--- src/rtl/mem_arbiter.sv ---
// Arbitrates instruction-fetch and load/store requests onto one memory controller port.
// Optional macro ROUND_ROBIN_EN: alternate winners on a tie instead of fixed load/store priority.
module mem_arbiter #(
  parameter int ADDR_WIDTH = 17,
  parameter int LEN        = 32,
  parameter int TIMEOUT    = 15
) (
  input  logic                  clk,
  input  logic                  rst,
  input  logic                  if_req,
  input  logic [ADDR_WIDTH-1:0] if_addr,
  output logic                  if_ready,
  output logic [LEN-1:0]        if_inst,
  input  logic [1:0]            ls_req,
  input  logic [ADDR_WIDTH-1:0] ls_addr,
  input  logic [LEN-1:0]        ls_wdata,
  output logic                  ls_ready,
  output logic [LEN-1:0]        ls_rdata,
  output logic [1:0]            ctl_op,
  output logic [ADDR_WIDTH-1:0] ctl_addr,
  output logic [LEN-1:0]        ctl_wdata,
  input  logic [1:0]            ctl_status,
  input  logic [LEN-1:0]        ctl_inst,
  input  logic [LEN-1:0]        ctl_rdata,
  output logic                  err_timeout,
  output logic                  last_grant
);

  localparam logic [1:0] OP_NOP    = 2'b00;
  localparam logic [1:0] OP_INST   = 2'b01;
  localparam logic [1:0] OP_READ   = 2'b10;
  localparam logic [1:0] OP_WRITE  = 2'b11;
  localparam logic [1:0] ST_IF_FIN = 2'b10;
  localparam logic [1:0] ST_RW_FIN = 2'b11;

  localparam int WD_W = (TIMEOUT < 2) ? 1 : $clog2(TIMEOUT + 1);
  localparam logic [WD_W-1:0] WD_LAST = WD_W'(TIMEOUT - 1);

  typedef enum logic [1:0] {IDLE, ISSUE, WAIT, DONE} state_t;

  state_t          state;
  state_t          state_nxt;
  logic [1:0]      op_q;
  logic [WD_W-1:0] wd_cnt;

  logic if_pend;
  logic ls_pend;
  logic grant_ls;
  logic fin_match;
  logic wd_expire;

  assign if_pend = if_req;
  // Encoding 11 on ls_req is treated as no request.
  assign ls_pend = (ls_req == 2'b01) || (ls_req == 2'b10);

`ifdef ROUND_ROBIN_EN
  assign grant_ls = ls_pend && (!if_pend || !last_grant);
`else
  assign grant_ls = ls_pend;
`endif

  assign fin_match = (op_q == OP_INST) ? (ctl_status == ST_IF_FIN)
                                       : (ctl_status == ST_RW_FIN);
  assign wd_expire = (wd_cnt == WD_LAST);

  always_comb begin
    state_nxt = state;
    ctl_op    = OP_NOP;
    if_ready  = 1'b0;
    ls_ready  = 1'b0;
    case (state)
      IDLE: begin
        if (if_pend || ls_pend) state_nxt = ISSUE;
      end
      ISSUE: begin
        ctl_op    = op_q;
        state_nxt = WAIT;
      end
      WAIT: begin
        if (fin_match)      state_nxt = DONE;
        else if (wd_expire) state_nxt = IDLE;
      end
      DONE: begin
        if_ready  = (op_q == OP_INST);
        ls_ready  = (op_q == OP_READ) || (op_q == OP_WRITE);
        state_nxt = IDLE;
      end
      default: state_nxt = IDLE;
    endcase
  end

  always_ff @(posedge clk) begin
    if (rst) begin
      state       <= IDLE;
      op_q        <= OP_NOP;
      wd_cnt      <= '0;
      err_timeout <= 1'b0;
      last_grant  <= 1'b1;
      ctl_addr    <= '0;
      ctl_wdata   <= '0;
      if_inst     <= '0;
      ls_rdata    <= '0;
    end else begin
      state <= state_nxt;
      case (state)
        IDLE: begin
          if (if_pend || ls_pend) begin
            last_grant <= grant_ls;
            if (grant_ls) begin
              op_q      <= (ls_req == 2'b10) ? OP_WRITE : OP_READ;
              ctl_addr  <= ls_addr;
              ctl_wdata <= ls_wdata;
            end else begin
              op_q     <= OP_INST;
              ctl_addr <= if_addr;
            end
          end
        end
        ISSUE: wd_cnt <= '0;
        WAIT: begin
          // A completion wins over the watchdog when both land on the same cycle.
          if (fin_match) begin
            if (op_q == OP_INST)      if_inst  <= ctl_inst;
            else if (op_q == OP_READ) ls_rdata <= ctl_rdata;
          end else if (wd_expire) begin
            err_timeout <= 1'b1;
          end else begin
            wd_cnt <= wd_cnt + WD_W'(1);
          end
        end
        default: ;
      endcase
    end
  end

endmodule

--- config.mk ---
export PLATFORM = sky130hd
export DESIGN_NAME = mem_arbiter
export DESIGN_NICKNAME = d
export VERILOG_FILES = /design/src/rtl/mem_arbiter.sv
export SDC_FILE = /design/constraint.sdc
export NUM_CORES = 1
export LEC_CHECK = 0
export ABC_AREA = 1
export BUFFER_PORTS_ARGS = -buffer_cell sky130_fd_sc_hd__buf_2
export CORE_ASPECT_RATIO = 0.5
export CORE_UTILIZATION = 35
export DETAILED_ROUTE_END_ITERATION = 7
export MAX_ROUTING_LAYER = met4
export PLACE_DENSITY = 0.79
export SLEW_MARGIN = 25
export SYNTH_ARGS = -nofsm -noshare
export SYNTH_HDL_FRONTEND = slang
export SYNTH_SLANG_ARGS = --single-unit
--- constraint.sdc ---
create_clock -name clk -period 1.3 [get_ports clk]
set_input_delay 0.195 -clock clk [delete_from_list [all_inputs] [get_ports clk]]
set_output_delay 0.195 -clock clk [all_outputs]
set_load 0.005 [all_outputs]
# Yosys cells after proc, flatten, opt, wreduce, memory -nomap -nowiden
# Index checks and enable logic that the tools add are counted.
[totals] output_inout_bits=119 ff_bits=123 in_bits=137 elab_cells=53
[op_classes] muxes=14 bitwise_logic=2 reduce_logical=12 n_eq_ne=15 add_sub_neg=1
[ops] op="17-bit two-way mux" count=1
[ops] op="2-bit == test, second input constant" count=7
[ops] op="3-bit AND reduction" count=4
[ops] op="2-bit two-way mux" count=5
[ops] op="4-bit two-way mux" count=2
[ops] op="2-bit case mux with 4 select lines" count=1
[ops] op="4-bit case mux with 2 select lines" count=1
[ops] op="2-bit by 1-bit == test with 1-bit output, second input constant" count=3
[ops] op="2-bit inequality test, second input constant" count=3
[ops] op="4-bit by 1-bit adder with 4-bit output, second input constant" count=1
[ops] op="4-bit == test, second input constant" count=1
[ops] op="1-bit two-way mux" count=4
[ops] op="2-bit AND reduction" count=2
[ops] op="4-bit AND reduction" count=1
[ops] op="1-bit logical OR" count=3
[ops] op="3-bit inequality test, second input constant" count=1
[ops] op="2-bit logical NOT" count=1
[ops] op="1-bit NOT" count=2
[ops] op="2-bit nonzero test" count=1

# Longest topological paths before layout
# Gate-level depths: netlist of the first run.
[depth] word_depth=5 ltp_mapped=9 depth_no_buf=9

# Worst setup path before layout of the first run
# OpenSTA, ideal clock, no wires.
[synth_timing] path_kind="input port to flip-flop" start="input port ls_req[1]" end="register ctl_addr[11]" setup_slack_ns=-0.086 setup_time_ns=0.074 required_time_ns=1.226 n_path_buf=2 t_arrival_ns=1.312 path_stages=9 cell_sequence="inv_1 -> ha_1 -> buf_2 -> inv_4 -> nor2_2 -> nor2_4 -> buf_4 -> o21ai_1 -> a31oi_1"
[synth_between] elab_chain_len=4 word_cells_on_any_way=6 cone_classes="eq/ne (2); mux (1); reduce/logical (3)"
[synth_lines] element="from (decl)" line_no="14" text="input logic [1:0] ls_req,"
[synth_lines] element="2-bit by 1-bit == test with 1-bit output or 2-bit == test (tied branches)" line_no="54" text="assign ls_pend = (ls_req == 2'b01) || (ls_req == 2'b10);"
[synth_lines] element="1-bit logical OR *" line_no="54"
[synth_lines] element="1-bit logical OR" line_no="107" text="if (if_pend || ls_pend) begin"
[synth_lines] element="2-bit AND reduction (no line)"
[synth_lines] element="to (signal assigned)" line_no="111" text="ctl_addr <= ls_addr;"
[synth_lines] element="to (signal assigned)" line_no="115" text="ctl_addr <= if_addr;"
[synth_lines] element="to (decl)" line_no="20" text="output logic [ADDR_WIDTH-1:0] ctl_addr,"
# Mark *: on every way between the ends. The rest lies on a longest branch, timed or not.
# A chain may end at the register's enable or synchronous reset.

# Worst setup path in the final report of the first run
[layout_timing] start="register state[0]" end="register if_inst[24]"
[layout_between] elab_chain_len=2
[layout_lines] element="from (decl)" line_no="41" text="state_t state;"
[layout_lines] element="from (signal assigned)" line_no="104" text="state <= state_nxt;"
[layout_lines] element="2-bit == test" line_no="105" text="case (state)"
[layout_lines] element="3-bit AND reduction (no line)"
[layout_lines] element="to (signal assigned)" line_no="123" text="if (op_q == OP_INST) if_inst <= ctl_inst;"
[layout_lines] element="to (decl)" line_no="13" text="output logic [LEN-1:0] if_inst,"
# Every way passes these cells.

==> flow_metrics.tcl, run 1 <==
set metrics [dict create \
    status "finished with violations" \
    violations "DRC, setup timing" \
    grt_pass1_vias 4970 \
    whs_ns 0.0212 \
    core_mm2 0.0129 \
    row_count 29 \
    async_flop_share_pct 0 \
    syn_to_final_growth_pct 67.8 \
    critPathLaunch "state[0]" \
    clock_skew_ns 0.00950 \
    drv_cap 0 \
    synth_edf_count 0 \
    p_leak_uw 0.00370 \
    hold_violations 0 \
    r2r_end "if_inst[24]" \
    die_h_um 83.9 \
    powerDensity_mw_per_mm2 1610 \
    finalCritPeriodShare_pct 120 \
    final-max-slew-violation-count 0 \
    place_area_mm2 0.00631 \
    r2r_setup_slack_ns -0.26 \
    synth_top_area_cell "dfxtp_1" \
    pre_cts_ws_ns -0.156 \
    clock.fmax_ghz 0.639 \
    cts-root-buf "clkbuf_16" \
    gp_congestion 0.846 \
    finalSetupViolCount 127 \
    grt_setup_unrepaired "yes" \
    final.fill_count 994 \
    grt_pass1_wl_mm 23.7 \
    firstDrtPassIters 7 \
    end_kind "flop" \
    yosysUniqueCellTypes 27 \
    drt_iter0_drc 349 \
    reg2regPathDepth 8 \
    reg2reg_from "state[0]" \
    clk_path_buf_depth 2 \
    yosys_warnings 0 \
    synth.most_common_cell "dfxtp_1" \
    htreeDepth 4 \
    grt_max_degree 63 \
    dieArea_mm2 0.0139 \
    netlist_area_mm2 0.00470 \
    nNetsFinal 1025 \
    synthTopCellsByArea "dfxtp_1 (52%), o21ai_1 (11%), nor2_1 (8.3%)" \
    start_util_pct 36.5 \
    start_kind "flop" \
    crit_path_end "if_inst[24]" \
    dp_hpwl_mm 10.1 \
    final_cell_area_mm2 0.00789 \
    numClockSinks 123 \
    antenna_left 0 \
    num_io_pins 256 \
    drive_gt1_share_pct 50.0 \
    synth_fp_nets 733 \
    wirelength_mm 18.1 \
    postSynthCellCount 593 \
    vias_per_cell 5.19 \
    clock_latency_ns 0.41 \
    syn_area_per_cell_um2 7.93 \
    post-route-min-period_ns 1.56 \
    cp_data_required_time_ns 1.58 \
    antenna_found_initial 1 \
    numCtsBuffers 17 \
    via_count 5544 \
    irDropWorstVdd_mv 0.973 \
    grt-ovfl-total 0 \
    synth_common_cells "dfxtp_1 (123), nor2_1 (104), o21ai_1 (101), nand2_1 (47), a21oi_1 (40)" \
    portBuffers 255 \
    grt_use_total_pct 22.0 \
    setup_slack_ns -0.264 \
    critical_path_class "reg2reg" \
    hp-class "in2reg" \
    synthDominantCellAreaShare_pct 52.4 \
    slew_headroom_pct 76.9 \
    worst_pin_slew_ns 0.347 \
    fp.dieW_um 166 \
    cts_tree "built" \
    ys_seq_area_share_pct 52.4 \
    drc 10 \
    cp.arrival_ns 1.85 \
    ys.flop_type "dfxtp_1" \
    ys_ff_latch 123 \
    clkTransAtPathRegs_ns 0.06 \
    wl_per_cell_um 17.0 \
    hold_buffers 0 \
    path_max_fanout 16 \
]
## metal layers
metal  share of wire, %  track usage, %  vias up
li1                   -               -     2574
met1                 39            23.6     2626
met3                5.5            4.46       80
met5                  0               -        -
met4                4.0            11.3        0
met2                 51            39.1      264
## stage by stage
| stage | instances | power, uW | TNS [ns] | util [%] |
|---|---|---|---|---|
| finish | 1068 | 12700 | -19.51 | 61.2 |
| detailed placement | 1004 | 6800 | -3.78 | 49.0 |
| floorplan | 593 | 5770 | 0 | - |
| CTS | 1043 | 11600 | -8.33 | 56.0 |
| global placement | 1004 | 6710 | -2.51 | 49.0 |
| global route | 1067 | 13200 | -24.49 | 61.2 |
## repair_timing
| action | in CTS | in global routing |
|---|---|---|
| endpoints found under the setup margin | 52 | 96 |
| gates resized for setup | 50 | 105 |
| pin swaps | 19 | 15 |
| buffers inserted | 5 | 13 |
| gates cloned | 4 | 10 |
## cell families after synthesis
family                   count (synthesis)  share of synthesized area [%]
buffers and inverters                   87                           7.98
XOR/XNOR                                 1                          0.186
AO/OA/AOI/OAI                          173                           18.9
adder cells (fa/ha/maj)                  3                          0.799
AND/OR/NAND/NOR                        206                           19.7
flip-flops                             123                           52.4
## cell type report
cell class | count | area [um2] | area share [%]
Clock buffer | 22 | 464 | 5.88
Tap cell | 170 | 213 | 2.70
Timing Repair inverter | 3 | 48.8 | 0.619
Sequential cell | 123 | 2470 | 31.3
Inverter | 48 | 213 | 2.70
Antenna cell | 2 | 5.00 | 0.0634
Clock inverter | 8 | 95.1 | 1.21
Timing Repair Buffer | 309 | 2080 | 26.4
Multi-Input combinational cell | 383 | 2300 | 29.2
## registers in the layout (all words and copies together), names as in the netlist, 2 cells and up
register and cells:
ctl_wdata 32, if_inst 32, ls_rdata 32, ctl_addr 17, wd_cnt 4, op_q 2
state 2
## layout by cell type (no fill, tap or decap), drive strengths merged, types with 18 or more instances in the layout
| cell | instances |
|---|---|
| a31oi | 18 |
| dfxtp | 123 |
| a21oi | 40 |
| buf | 305 |
| nor3 | 34 |
| nand2 | 48 |
| clkbuf | 26 |
| o21ai | 114 |
| nor2 | 109 |
| inv | 48 |
## worst max-delay path, stage by stage, from the launching register on
cell	delay [ns]
dfxtp_2	0.33
buf_12	0.13
buf_12	0.12
nor2_8	0.15
nand4_4	0.17
buf_6	0.17
buf_12	0.15
o21ai_1	0.16
a21oi_1	0.07
## power breakdown
part           total, uW  switching (uW)  leakage (uW)  internal (uW)
clock               4540            1650      0.000272           2890
sequential          4500             280       0.00101           4220
combinational       3680            1940       0.00242           1740
total              12700            3870       0.00370           8850
## how the worst min path moves through the flow
stage	start	slack [ns]	to	cells after the start
final	ls_wdata[11]	0.02	ctl_wdata[11]	3
after global routing	ctl_rdata[23]	0.01	ls_rdata[23]	3
after CTS	ctl_rdata[22]	0.007	ls_rdata[22]	3
after detailed placement	if_inst[14]	0.43	if_inst[14]	2
after global placement	ctl_rdata[31]	0.42	ls_rdata[31]	3
after floorplan	rst	0.26	op_q[1]	1
Power figures use the tool's default switching activity.
==> run 2: changes to the inputs <==
--- a/config.mk
+++ b/config.mk
@@ -8,10 +8,10 @@
 export ABC_AREA = 1
 export BUFFER_PORTS_ARGS = -buffer_cell sky130_fd_sc_hd__buf_2
 export CORE_ASPECT_RATIO = 0.5
-export CORE_UTILIZATION = 35
+export CORE_UTILIZATION = 40
 export DETAILED_ROUTE_END_ITERATION = 7
 export MAX_ROUTING_LAYER = met4
-export PLACE_DENSITY = 0.79
+export PLACE_DENSITY = 0.87
 export SLEW_MARGIN = 25
 export SYNTH_ARGS = -nofsm -noshare
 export SYNTH_HDL_FRONTEND = slang
==> run 2 against run 1 <==
The flow finishes with violations (setup timing). Cell area grew 1.1%. Critical path depth is 3 lower. Hold slack got worse by 0.021 ns. Worst setup slack better by 0.043 ns. Largest cell class unchanged. Highest routed layer unchanged. Sequential share of layout area down 0.32 points.
==> flow_metrics.tcl, run 2 (synthesis gave the netlist of run 1 again) <==
set metrics [dict create \
    status "finished with violations" \
    violations "setup timing" \
    grt-ovfl-total 0 \
    cp_data_required_time_ns 1.11 \
    switching_power_uw 4000 \
    numCtsBuffers 17 \
    grt_pass1_vias 5000 \
    antenna_left 0 \
    dp_hpwl_mm 10.2 \
    path_max_fanout 4 \
    nNetsFinal 1028 \
    firstDrtPassIters 6 \
    p_leak_uw 0.00375 \
    seq_power_share_pct 34.7 \
    htreeDepth 4 \
    worst_pin_slew_ns 0.392 \
    grt_setup_unrepaired "yes" \
    clkTransAtPathRegs_ns 0.06 \
    cp.arrival_ns 1.33 \
    p_sw_share_pct 30.9 \
    largestRegisters "ctl_wdata x32, if_inst x32, ls_rdata x32" \
    portBuffers 255 \
    totalPowerFinal_uw 12900 \
    internal_power_uw 8930 \
    grt_pass1_wl_mm 23.7 \
    clock.fmax_ghz 0.657 \
    core_mm2 0.0112 \
    numClockSinks 123 \
    drc 0 \
    fp.dieW_um 155 \
    cts_tree "built" \
    final.fill_count 803 \
    pwr-share-clk_pct 38.1 \
    final-max-slew-violation-count 0 \
    clock_skew_ns 0.0160 \
    wirelength_mm 18.6 \
    start_util_pct 41.9 \
    setup-tns-final_ns -11.65 \
    grt_use_total_pct 25.5 \
    post-route-min-period_ns 1.52 \
    vias_per_cell 5.36 \
    hold_buffers 0 \
    hold_violations 0 \
    via_count 5680 \
    num_io_pins 256 \
    start_kind "flop" \
    gp_congestion 0.847 \
    critical_path_class "reg2out" \
    hp-class "in2reg" \
    die_h_um 78.7 \
    cts-root-buf "clkbuf_16" \
    setup_slack_ns -0.222 \
    finalCritPeriodShare_pct 117 \
    layout_common_cells "buf_2 (255), dfxtp_1 (120), nor2_1 (101)" \
    row_count 27 \
    drt_iter0_drc 560 \
    dieArea_mm2 0.0122 \
    drv_cap 0 \
    grt_max_degree 63 \
    powerDensity_mw_per_mm2 1620 \
    antenna_found_initial 0 \
    final_common_cell "buf_2" \
    slew_headroom_pct 73.9 \
    irDropWorstVdd_mv 1.05 \
    clock_latency_ns 0.42 \
    drive_gt1_share_pct 52.6 \
    syn_to_final_growth_pct 69.6 \
    diodes 0 \
    end_kind "primary output" \
    share_comb_of_total_power_pct 27.2 \
    wl_per_cell_um 17.5 \
    clk_path_buf_depth 2 \
    finalSetupViolCount 118 \
]
[run 2: cell type report]
class / instances / area, um2 / area share, %
inverters: 48 / 205 / 2.57
flip-flops and latches: 123 / 2470 / 31.0
clock buffers: 17 / 425 / 5.34
multi-input cells: 383 / 2380 / 29.9
repair buffers: 315 / 2100 / 26.4
well taps: 159 / 199 / 2.49
clock inverters: 15 / 188 / 2.35
[run 2: critical path, stage by stage (launching register included)]
cell and delay (ns):
dfxtp_4 0.36, inv_2 0.09, nor2_4 0.14, inv_2 0.06, nor2_1 0.11, buf_2 0.14
[run 2: path summary, 6_finish.rpt]
check                startpoint            to  slack (ns)  cells after the start
setup reg to reg       state[1]   ls_rdata[5]       -0.20                      8
hold / removal    ctl_rdata[29]  ls_rdata[29]      0.0006                      3
setup / recovery       state[0]     ctl_op[1]       -0.22                      5
hold reg to reg      if_inst[8]    if_inst[8]        0.44                      2
[run 2: stage by stage]
| stage | hold slack, ns | util, % | instance area (um2) | worst slack (ns) | cells |
|---|---|---|---|---|---|
| final | 0.000619 | 71.1 | 7970 | -0.222 | 1060 |
| after global routing | 0.00530 | 71.1 | 7970 | -0.271 | 1060 |
| after CTS | 0.00809 | 64.0 | 7170 | -0.126 | 1042 |
| after detailed placement | 0.432 | 56.7 | 6360 | -0.0485 | 1002 |
| after global placement | 0.425 | 56.7 | 6360 | -0.0131 | 1002 |
| after floorplan | 0.264 | - | 4740 | 0.0290 | 593 |
[run 2: routing by layer]
layer / global-route usage, % / routed length (um) / vias up
li1: - / - / 2583
met1: 27.7 / 6950 / 2647
met2: 45.2 / 9450 / 351
met3: 5.47 / 1260 / 99
met4: 11.7 / 932 / 0
met5: - / 0 / -
[run 2: what timing repair did]
action	4_1_cts	5_1_grt
setup endpoints to repair	13	127
endpoints found under the hold margin	0	0
gates cloned	1	12
gates resized for setup	37	131
setup buffers	7	6
pin swaps	7	21
[run 2: power groups by stage]
stage / combinational [uW] / clock, uW / sequential [uW]
global placement: 2270 / 0 / 4510
finish: 3510 / 4930 / 4490
global route: 3740 / 5160 / 4510
detailed placement: 2350 / 0 / 4530
floorplan: 1210 / 0 / 4560
CTS: 2580 / 4960 / 4450
